## src/rtl/prog_loader_pkg.sv

```systemverilog
// Shared types and constants for the debug-port program loader.
package prog_loader_pkg;

  typedef enum logic [2:0] {
    ST_IDLE,
    ST_ACCEPT,
    ST_SETUP,
    ST_STROBE,
    ST_HOLD,
    ST_RELEASE,
    ST_RUN
  } loader_state_t;

  localparam int INSTR_BYTES = 4;
  localparam int DLY_W       = 16;

  function automatic logic state_is_busy(input loader_state_t s);
    return (s inside {ST_ACCEPT, ST_SETUP, ST_STROBE, ST_HOLD, ST_RELEASE});
  endfunction

endpackage

```

## src/rtl/loader_delay_cnt.sv

```systemverilog
// Loadable down-counter with a zero flag; times the SETUP, HOLD and RELEASE phases.
module loader_delay_cnt
  import prog_loader_pkg::*;
(
  input  logic             clk,
  input  logic             rst,
  input  logic             load_i,
  input  logic [DLY_W-1:0] load_val_i,
  output logic             zero_o
);

  logic [DLY_W-1:0] cnt_q, cnt_d;

  // Loading N-1 on phase entry makes the phase last exactly N cycles.
  always_comb begin
    cnt_d = cnt_q;
    if (load_i) begin
      cnt_d = load_val_i;
    end else if (cnt_q != '0) begin
      cnt_d = cnt_q - DLY_W'(1);
    end
  end

  always_ff @(posedge clk or posedge rst) begin
    if (rst) begin
      cnt_q <= '0;
    end else begin
      cnt_q <= cnt_d;
    end
  end

  assign zero_o = (cnt_q == '0);

endmodule

```

## src/rtl/prog_loader_ctrl.sv

```systemverilog
// Streams instruction words into cpuCore memory over the debug port, then releases core reset.
// Optional PROG_LOADER_CHECKSUM_EN adds a 32-bit running-sum check of the loaded program.
module prog_loader_ctrl
  import prog_loader_pkg::*;
#(
  parameter int              XLEN               = 64,
  parameter int              INSTRUCTION_LENGTH = 32,
  parameter logic [XLEN-1:0] BASE_ADDR          = '0,
  parameter int              MAX_WORDS          = 1024,
  parameter int              SETUP_CYCLES       = 2,
  parameter int              HOLD_CYCLES        = 1,
  parameter int              RESET_HOLD         = 4,
  localparam int             WC_W               = $clog2(MAX_WORDS + 1)
) (
  input  logic                          clk,
  input  logic                          rst,
  input  logic                          load_start,
  input  logic                          load_abort,
  input  logic                          in_valid,
  output logic                          in_ready,
  input  logic [INSTRUCTION_LENGTH-1:0] in_instr,
  input  logic                          in_last,
  output logic                          dbg_wr_en,
  output logic [XLEN-1:0]               dbg_addr,
  output logic [INSTRUCTION_LENGTH-1:0] dbg_instr,
  output logic                          core_rst,
  output logic                          busy,
  output logic                          done,
  output logic                          err,
  output logic [WC_W-1:0]               word_count
`ifdef PROG_LOADER_CHECKSUM_EN
  ,
  input  logic [31:0]                   chk_expected,
  output logic [31:0]                   chk_value
`endif
);

  loader_state_t                 state_q, state_d;
  logic [XLEN-1:0]               addr_q, addr_d;
  logic [INSTRUCTION_LENGTH-1:0] instr_q, instr_d;
  logic                          last_q, last_d;
  logic [WC_W-1:0]               wc_q, wc_d;
  logic                          err_q, err_d;
  logic                          dly_load;
  logic [DLY_W-1:0]              dly_val;
  logic                          dly_zero;
`ifdef PROG_LOADER_CHECKSUM_EN
  logic [31:0]                   chk_q, chk_d;
`endif

  loader_delay_cnt u_dly (
    .clk        (clk),
    .rst        (rst),
    .load_i     (dly_load),
    .load_val_i (dly_val),
    .zero_o     (dly_zero)
  );

  // NOTE: every always_comb output gets a default first, so no path can infer a latch.
  always_comb begin
    state_d  = state_q;
    addr_d   = addr_q;
    instr_d  = instr_q;
    last_d   = last_q;
    wc_d     = wc_q;
    err_d    = err_q;
    dly_load = 1'b0;
    dly_val  = '0;
`ifdef PROG_LOADER_CHECKSUM_EN
    chk_d    = chk_q;
`endif

    // A strobe cycle always completes, even when an abort arrives alongside it.
    if (state_q == ST_STROBE) begin
      wc_d = wc_q + WC_W'(1);
`ifdef PROG_LOADER_CHECKSUM_EN
      chk_d = chk_q + 32'(instr_q);
`endif
    end

    if (state_is_busy(state_q) && load_abort) begin
      err_d   = 1'b1;
      state_d = ST_IDLE;
    end else begin
      case (state_q)
        ST_IDLE, ST_RUN: begin
          if (load_start && !load_abort) begin
            state_d = ST_ACCEPT;
            addr_d  = BASE_ADDR;
            wc_d    = '0;
            err_d   = 1'b0;
`ifdef PROG_LOADER_CHECKSUM_EN
            chk_d   = '0;
`endif
          end
        end
        ST_ACCEPT: begin
          if (in_valid) begin
            if (wc_q == WC_W'(MAX_WORDS)) begin
              err_d   = 1'b1;
              state_d = ST_IDLE;
            end else begin
              instr_d  = in_instr;
              last_d   = in_last;
              dly_load = 1'b1;
              dly_val  = DLY_W'(SETUP_CYCLES - 1);
              state_d  = ST_SETUP;
            end
          end
        end
        ST_SETUP: begin
          if (dly_zero) state_d = ST_STROBE;
        end
        ST_STROBE: begin
          dly_load = 1'b1;
          dly_val  = DLY_W'(HOLD_CYCLES - 1);
          state_d  = ST_HOLD;
        end
        ST_HOLD: begin
          if (dly_zero) begin
            if (last_q) begin
`ifdef PROG_LOADER_CHECKSUM_EN
              if (chk_q != chk_expected) begin
                err_d   = 1'b1;
                state_d = ST_IDLE;
              end else
`endif
              begin
                dly_load = 1'b1;
                dly_val  = DLY_W'(RESET_HOLD - 1);
                state_d  = ST_RELEASE;
              end
            end else begin
              addr_d  = addr_q + XLEN'(INSTR_BYTES);
              state_d = ST_ACCEPT;
            end
          end
        end
        ST_RELEASE: begin
          if (dly_zero) state_d = ST_RUN;
        end
        default: state_d = ST_IDLE;
      endcase
    end
  end

  // NOTE: sequential state uses non-blocking assignments so all registers update together.
  always_ff @(posedge clk or posedge rst) begin
    if (rst) begin
      state_q <= ST_IDLE;
      addr_q  <= '0;
      instr_q <= '0;
      last_q  <= 1'b0;
      wc_q    <= '0;
      err_q   <= 1'b0;
`ifdef PROG_LOADER_CHECKSUM_EN
      chk_q   <= '0;
`endif
    end else begin
      state_q <= state_d;
      addr_q  <= addr_d;
      instr_q <= instr_d;
      last_q  <= last_d;
      wc_q    <= wc_d;
      err_q   <= err_d;
`ifdef PROG_LOADER_CHECKSUM_EN
      chk_q   <= chk_d;
`endif
    end
  end

  assign in_ready   = (state_q == ST_ACCEPT);
  assign dbg_wr_en  = (state_q == ST_STROBE);
  assign busy       = state_is_busy(state_q);
  assign done       = (state_q == ST_RUN);
  assign core_rst   = (state_q != ST_RUN);
  assign dbg_addr   = addr_q;
  assign dbg_instr  = instr_q;
  assign err        = err_q;
  assign word_count = wc_q;
`ifdef PROG_LOADER_CHECKSUM_EN
  assign chk_value  = chk_q;
`endif

endmodule

```

## config.mk

```make
export PLATFORM = sky130hd
export DESIGN_NAME = prog_loader_ctrl
export DESIGN_NICKNAME = d
export VERILOG_FILES = /design/src/rtl/prog_loader_pkg.sv /design/src/rtl/loader_delay_cnt.sv /design/src/rtl/prog_loader_ctrl.sv
export SDC_FILE = /design/constraint.sdc
export NUM_CORES = 1
export LEC_CHECK = 0
export ABC_AREA = 1
export CAP_MARGIN = 20
export CELL_PAD_IN_SITES_DETAIL_PLACEMENT = 0
export CELL_PAD_IN_SITES_GLOBAL_PLACEMENT = 2
export CORE_ASPECT_RATIO = 1.75
export CORE_UTILIZATION = 29
export CTS_BUF_LIST = sky130_fd_sc_hd__clkbuf_16
export CTS_CLUSTER_SIZE = 14
export DETAILED_ROUTE_END_ITERATION = 10
export GPL_TIMING_DRIVEN = 0
export PLACE_DENSITY_LB_ADDON = 0.05
export SKIP_CTS_REPAIR_TIMING = 1
export SYNTH_ARGS = -nofsm -noshare
export SYNTH_HDL_FRONTEND = slang
export SYNTH_SLANG_ARGS = --single-unit
export TNS_END_PERCENT = 5
```

## constraint.sdc

```tcl
create_clock -name clk -period 5.1 [get_ports clk]
set_clock_uncertainty 0.15 [all_clocks]
set_input_delay 1.02 -clock clk [delete_from_list [all_inputs] [get_ports clk]]
set_output_delay 1.02 -clock clk [all_outputs]
set_load 0.02 [all_outputs]
```

# Yosys cells after proc, flatten, opt, wreduce, memory -nomap -nowiden
# Cells that the tools add are included.
# word_totals
ff_bits	128
elab_cells	80
# op_classes
n_addsub	3
eq_ne	17
mux	36
bitwise_logic	2
n_reduce_logical	15
# ops
cell	n
two-way mux 64 bit	3
one-hot mux 64 bit (2 select lines)	1
adder 64 x 3 -> 64 bit (second input constant)	1
two-way mux 11 bit	4
two-way mux 16 bit	2
two-way mux 3 bit	7
one-hot mux 3 bit (6 select lines)	1
zero test 16 bit	1
nonzero test 16 bit	1
subtractor 16 x 1 -> 16 bit (second input constant)	1
!= test 3 bit (second input constant)	4
adder 11 x 1 -> 11 bit (second input constant)	1
equality test 11 bit (second input constant)	1
two-way mux 1 bit	11
AND reduction 5 bit	2
equality test 3 bit (second input constant)	3
two-way mux 2 bit	4
AND reduction 4 bit	2
equality test 3 x 2 -> 1 bit (second input constant)	2
!= test 2 bit (second input constant)	3
!= test 3 x 2 -> 1 bit (second input constant)	2
nonzero test 5 bit	1
one-hot mux 2 bit (2 select lines)	1
nonzero test 2 bit	2
other kinds (10)	12

# Depth between registers and ports, before layout
# depth
ltp_word	6
depth_mapped	12
mapped_depth_nobuf	11

# Modules after synthesis
# From an unflattened synthesis, not the netlist that was laid out.
# hier_totals
hier_cells	1221
hier_area_um2	8003.9
# by_module_without_submodules
module	n_inst	cells_per_inst	area_per_inst_um2	seq_area_each_um2
prog_loader_ctrl	1	1052	6790.3	2752.6
loader_delay_cnt	1	169	1213.7	400.4

# Worst setup path after synthesis
# Ideal clock, no wire load.
# synth_path
kind	input port to flip-flop
startpoint	input port load_abort
endpoint	register addr_q[27] (netlist: dbg_addr[27])
setup_ps	122
arrival_ps	1948
required_ps	4828
setup_slack_ps	2881
cell_stages	8
cell_sequence	inv_1 > nand2_1 > a21oi_1 > nand2_1 > nor2_2 > buf_6 > buf_2 > o21ai_1
# synth_via
elab_chain_cells	4
elab_cells_between_ends	6
classes_between	eq/ne (1); bitwise (1); reduce/logical (4)
# synth_lines
element	line_no	rtl
start: declaration	prog_loader_ctrl.sv:18	input logic load_abort,
zero test 1 bit	prog_loader_ctrl.sv:87	if (load_start && !load_abort) begin
logical AND 1 bit	prog_loader_ctrl.sv:87	
!= test 2 bit (no source line)	--	
AND reduction 5 bit (no source line) (*)	--	
end signal: assignment	prog_loader_ctrl.sv:161	addr_q <= addr_d;
end: declaration	prog_loader_ctrl.sv:39	logic [XLEN-1:0] addr_q, addr_d;
# Mark *: on every way between the ends. The rest lies on a longest branch, timed or not.
# A chain may end at the register's enable or synchronous reset.

# Final worst setup path
# layout_path
startpoint	register state_q[1]
endpoint	output port busy
# layout_via
elab_chain_cells	2
elab_cells_between_ends	6
classes_between	eq/ne (5); reduce/logical (1)
# layout_lines
element	line_no	rtl
start: declaration	prog_loader_ctrl.sv:38	loader_state_t state_q, state_d;
start signal: assignment	prog_loader_ctrl.sv:160	state_q <= state_d;
equality test 3 x 1 -> 1 bit, or another cell as far along	prog_loader_pkg.sv:18	return (s inside {ST_ACCEPT, ST_SETUP, ST_STROBE, ST_HOLD, ST_RELEASE});
nonzero test 5 bit (*)	prog_loader_pkg.sv:18	
end: declaration	prog_loader_ctrl.sv:27	output logic busy,
# Marks and branches as above.

==> impl_results.md <==
- Outcome: complete, but fails checks
- Failing checks: DRC
- Number of nets at the end of the flow: 1339
- Critical Setup Path Class: flip-flop to output port
- Largest net degree at the start of global routing: 76
- Vias in the first global route: 7966
- Vertical extent of the die: approximately 220 um
- Max IR drop VDD: 0.000245 V
- Capture endpoint of the worst hold path: dbg_instr[8]$_DFFE_PP0P_
- Dominant synthesized flop cell: sky130_fd_sc_hd__dfrtp_1
- Grt ovf: 0
- Setup violators final: 0
- Worst R2R Start: dbg_addr[2]$_DFFE_PP0P_
- Total CTS buffers: 17
- Htree depth: 4
- Antenna diodes: 0
- Number of synthesized flops with an enable pin: 0
- Mean cell area of the mapped netlist: 6.83 um^2
- Total negative setup slack: 0 ps
- Total of warnings raised by yosys: 0
- Proportion of power drawn by flip-flops and latches: 0.307
- Internal portion of total power: 2.55 mW
- Clock buffer depth: 2
- Hold Fails Final Rpt: 0
- Critical Path Fanout Max: 7
- Starting density of the core: 0.296
- Min Clock Period, post-route: 3300 ps
- Hold depth: 2
- Worst path arrival time: around 2100 ps
- Fraction of the cycle the final worst path needs: 0.648
- Max Clk Rate: a little over 300 MHz
- Required time worst endpoint: 3930 ps
- Total Power: ~4.4 mW
- Slew of the pin with the lowest slew margin: 798 ps
- Root Driver: sky130_fd_sc_hd__clkbuf_16
- Number of antenna violations at the first check in global routing: 0
- Critical R2R Capture: dbg_addr[34]$_DFFE_PP0P_
- Register area share after synthesis: 0.410
- CTS tree: built
- ANT nets after route: 0
- WL/cell: ~19 um
- Cell depth of the worst flop-to-flop path: 9
- Final-report max-slew violation count: 0
- Setup ws final: between 1500 and 2000 ps
- Number of top-level pins: 151
- Switching power of the nets: 1.85 mW
- Routed via count: 7878
- Proportion of power drawn by the clock network: 0.271
- Clk_lat worst skew: 440 ps
- Area occupied by multi-input gates: approximately 3700 um^2
- FF+latch area: 3150 um^2
- Fraction of the core area covered by cells at the end of the flow: 0.392
- RSZ-0062 raised after global routing: false
- Power density relative to cell area: 433 nW/um^2
- Router iterations before antenna repair: 10
- Setup slack of the most critical reg-to-reg path: 2390 ps
- Number of sinks handled by clock tree synthesis: 126
- Cell area after synthesis: 7690 um^2
- Die Outline Area: 27200 um^2
- Area delta synth->final: 32.2%
- Static leakage: 4.59 nW
- Filler cells: about 2800
- Hold path startpoint: dbg_instr[8]$_DFFE_PP0P_
- Global-route wire length before repair: around 47 mm
- Detailed placer's ending HPWL: 24.3 mm
- Placeable core region: 26000 um^2
- Post-synthesis instance total: 1127
- Max-slew headroom at the worst pin: 0.468
- Final hold slack: 333 ps
- Yosys reg bits: 126
- Detailed Route Iter0 Violations: between 300 and 400
- Number of placement rows: 78
- Max Cap Viol: 0
- Clock-pin slew of the registers on the worst-case setup and hold paths: 60 ps
- Yosys cell types: 33
- CP Capture Type: output port
- Startpoint Class: flip-flop
- Die X: 125 um
- Routability cong.: 0.929
- Remaining design rule violation count: 4
- Ratio of cells with drive above 1 in the final layout: 0.0474
- Share of total power consumed by net switching: 0.420
- Detailed-route wire length: 30.8 mm
- Kind of path behind the tightest hold check: flip-flop to flip-flop
- Count of port buffers added during placement: 148
- Vias per cell: 4.84
- Combinational share of power: 0.422
- GRT Util Overall: 0.237
- Pre-CTS setup slack: 1700 ps
- Synth async-reset ratio: 1.00
-- worst max-delay path, stage by stage, from the launching register on --
cell	delay [ps]
sky130_fd_sc_hd__dfrtp_1	470
sky130_fd_sc_hd__nor2_2	190
sky130_fd_sc_hd__nand2_2	140
sky130_fd_sc_hd__nand2_1	170
sky130_fd_sc_hd__nor2_1	90
sky130_fd_sc_hd__inv_1	50
sky130_fd_sc_hd__clkdlybuf4s50_1	590
-- power by group through the flow --
stage                     clock [mW]  combinational, mW  sequential [mW]
after floorplan                    0              0.971             1.50
after global placement             0               1.89             1.37
after detailed placement           0               1.90             1.37
after CTS                       1.22               1.90             1.35
after global routing            1.26               2.06             1.38
final                           1.19               1.86             1.35
-- registers in the layout, summed over array words and instances, names as in the netlist --
name and flops:
dbg_addr 62, dbg_instr 32, u_dly.cnt_q 16, word_count 11, state_q 3, err 1, last_q 1
-- routing by layer --
layer  vias to the layer above  routed length, um  track usage
met5                         -                  0            0
met4                         0               2170        0.171
met3                        60                807       0.0373
met2                       169              16900        0.450
met1                      3713              10900        0.230
li1                       3936                  -            -
-- worst max-delay path by stage --
| stage | start | end | slack (ps) | cells after the start |
|---|---|---|---|---|
| 6_report | state_q[1]$_DFFE_PP0P_ | busy | 1800 | 6 |
| 5_1_grt | state_q[1]$_DFFE_PP0P_ | busy | 1640 | 6 |
| 4_1_cts | state_q[1]$_DFFE_PP0P_ | busy | 1760 | 6 |
| 3_5_place_dp | load_abort | dbg_addr[50]$_DFFE_PP0P_ | 1700 | 8 |
| 3_3_place_gp | rst | u_dly.cnt_q[6]$_DFFE_PP0P_ | -1930 | 2 |
| 2_1_floorplan | rst | dbg_addr[10]$_DFFE_PP0P_ | 570 | 1 |
-- cell usage after synthesis (3+ instances only) --
library cell               instances  share of area
sky130_fd_sc_hd__nand2_1         346           0.17
sky130_fd_sc_hd__nor2_1          158          0.077
sky130_fd_sc_hd__inv_1           157          0.077
sky130_fd_sc_hd__dfrtp_1         126           0.41
sky130_fd_sc_hd__nand3_1          68          0.044
sky130_fd_sc_hd__nand4_1          65          0.053
sky130_fd_sc_hd__o21ai_0          39          0.025
sky130_fd_sc_hd__o21ai_1          39          0.025
sky130_fd_sc_hd__xor2_1           18          0.020
sky130_fd_sc_hd__clkbuf_1         13         0.0063
sky130_fd_sc_hd__a21oi_1          12         0.0078
sky130_fd_sc_hd__nor3_1           12         0.0078
sky130_fd_sc_hd__o31ai_1          11          0.011
sky130_fd_sc_hd__buf_6             9          0.013
sky130_fd_sc_hd__xnor2_1           7         0.0080
sky130_fd_sc_hd__buf_2             5         0.0033
sky130_fd_sc_hd__ha_1              5         0.0081
sky130_fd_sc_hd__nand3b_1          5         0.0049
sky130_fd_sc_hd__nor2_2            5         0.0041
sky130_fd_sc_hd__a31oi_1           3         0.0024
sky130_fd_sc_hd__inv_2             3         0.0015
sky130_fd_sc_hd__nand2_2           3         0.0024
sky130_fd_sc_hd__nand3_2           3         0.0039
sky130_fd_sc_hd__nor3b_1           3         0.0029
-- cell type report --
class	instances	share of cell area
clock buffers	17	0.0418
flip-flops and latches	126	0.310
clock inverters	15	0.0128
plain buffers	30	0.0192
inverters	160	0.0596
repair buffers	149	0.148
multi-input cells	812	0.369
well taps	320	0.0394
-- per-stage QoR --
stage,area [um^2],instances
floorplan,7700,1128
global placement,9580,1596
detailed placement,9610,1597
CTS,10200,1629
global route,10200,1629
finish,10200,1629
-- cell families after synthesis --
family,count (synthesis),synth area share
AO/OA/AOI/OAI,108,0.0768
buffers and inverters,190,0.103
other,1,0.000487
AND/OR/NAND/NOR,672,0.373
adder cells (fa/ha/maj),5,0.00813
XOR/XNOR,25,0.0285
flip-flops,126,0.410
-- cell usage in the layout (no fill, tap or decap), types with 3 or more instances in the layout --
cell                                n
sky130_fd_sc_hd__a21oi_1           12
sky130_fd_sc_hd__a31oi_1            3
sky130_fd_sc_hd__buf_2              5
sky130_fd_sc_hd__buf_6              9
sky130_fd_sc_hd__clkbuf_1          13
sky130_fd_sc_hd__clkbuf_16         17
sky130_fd_sc_hd__clkdlybuf4s50_1  148
sky130_fd_sc_hd__clkinv_1           6
sky130_fd_sc_hd__clkinv_4           3
sky130_fd_sc_hd__dfrtp_1          126
sky130_fd_sc_hd__ha_1               5
sky130_fd_sc_hd__inv_1            157
sky130_fd_sc_hd__inv_2              3
sky130_fd_sc_hd__nand2_1          346
sky130_fd_sc_hd__nand2_2            3
sky130_fd_sc_hd__nand3_1           68
sky130_fd_sc_hd__nand3_2            3
sky130_fd_sc_hd__nand3b_1           5
sky130_fd_sc_hd__nand4_1           65
sky130_fd_sc_hd__nor2_1           158
sky130_fd_sc_hd__nor2_2             5
sky130_fd_sc_hd__nor3_1            12
sky130_fd_sc_hd__nor3b_1            3
sky130_fd_sc_hd__o21ai_0           39
sky130_fd_sc_hd__o21ai_1           39
sky130_fd_sc_hd__o31ai_1           11
sky130_fd_sc_hd__xnor2_1            7
sky130_fd_sc_hd__xor2_1            18
No activity file was read; power rests on OpenSTA's default activity.
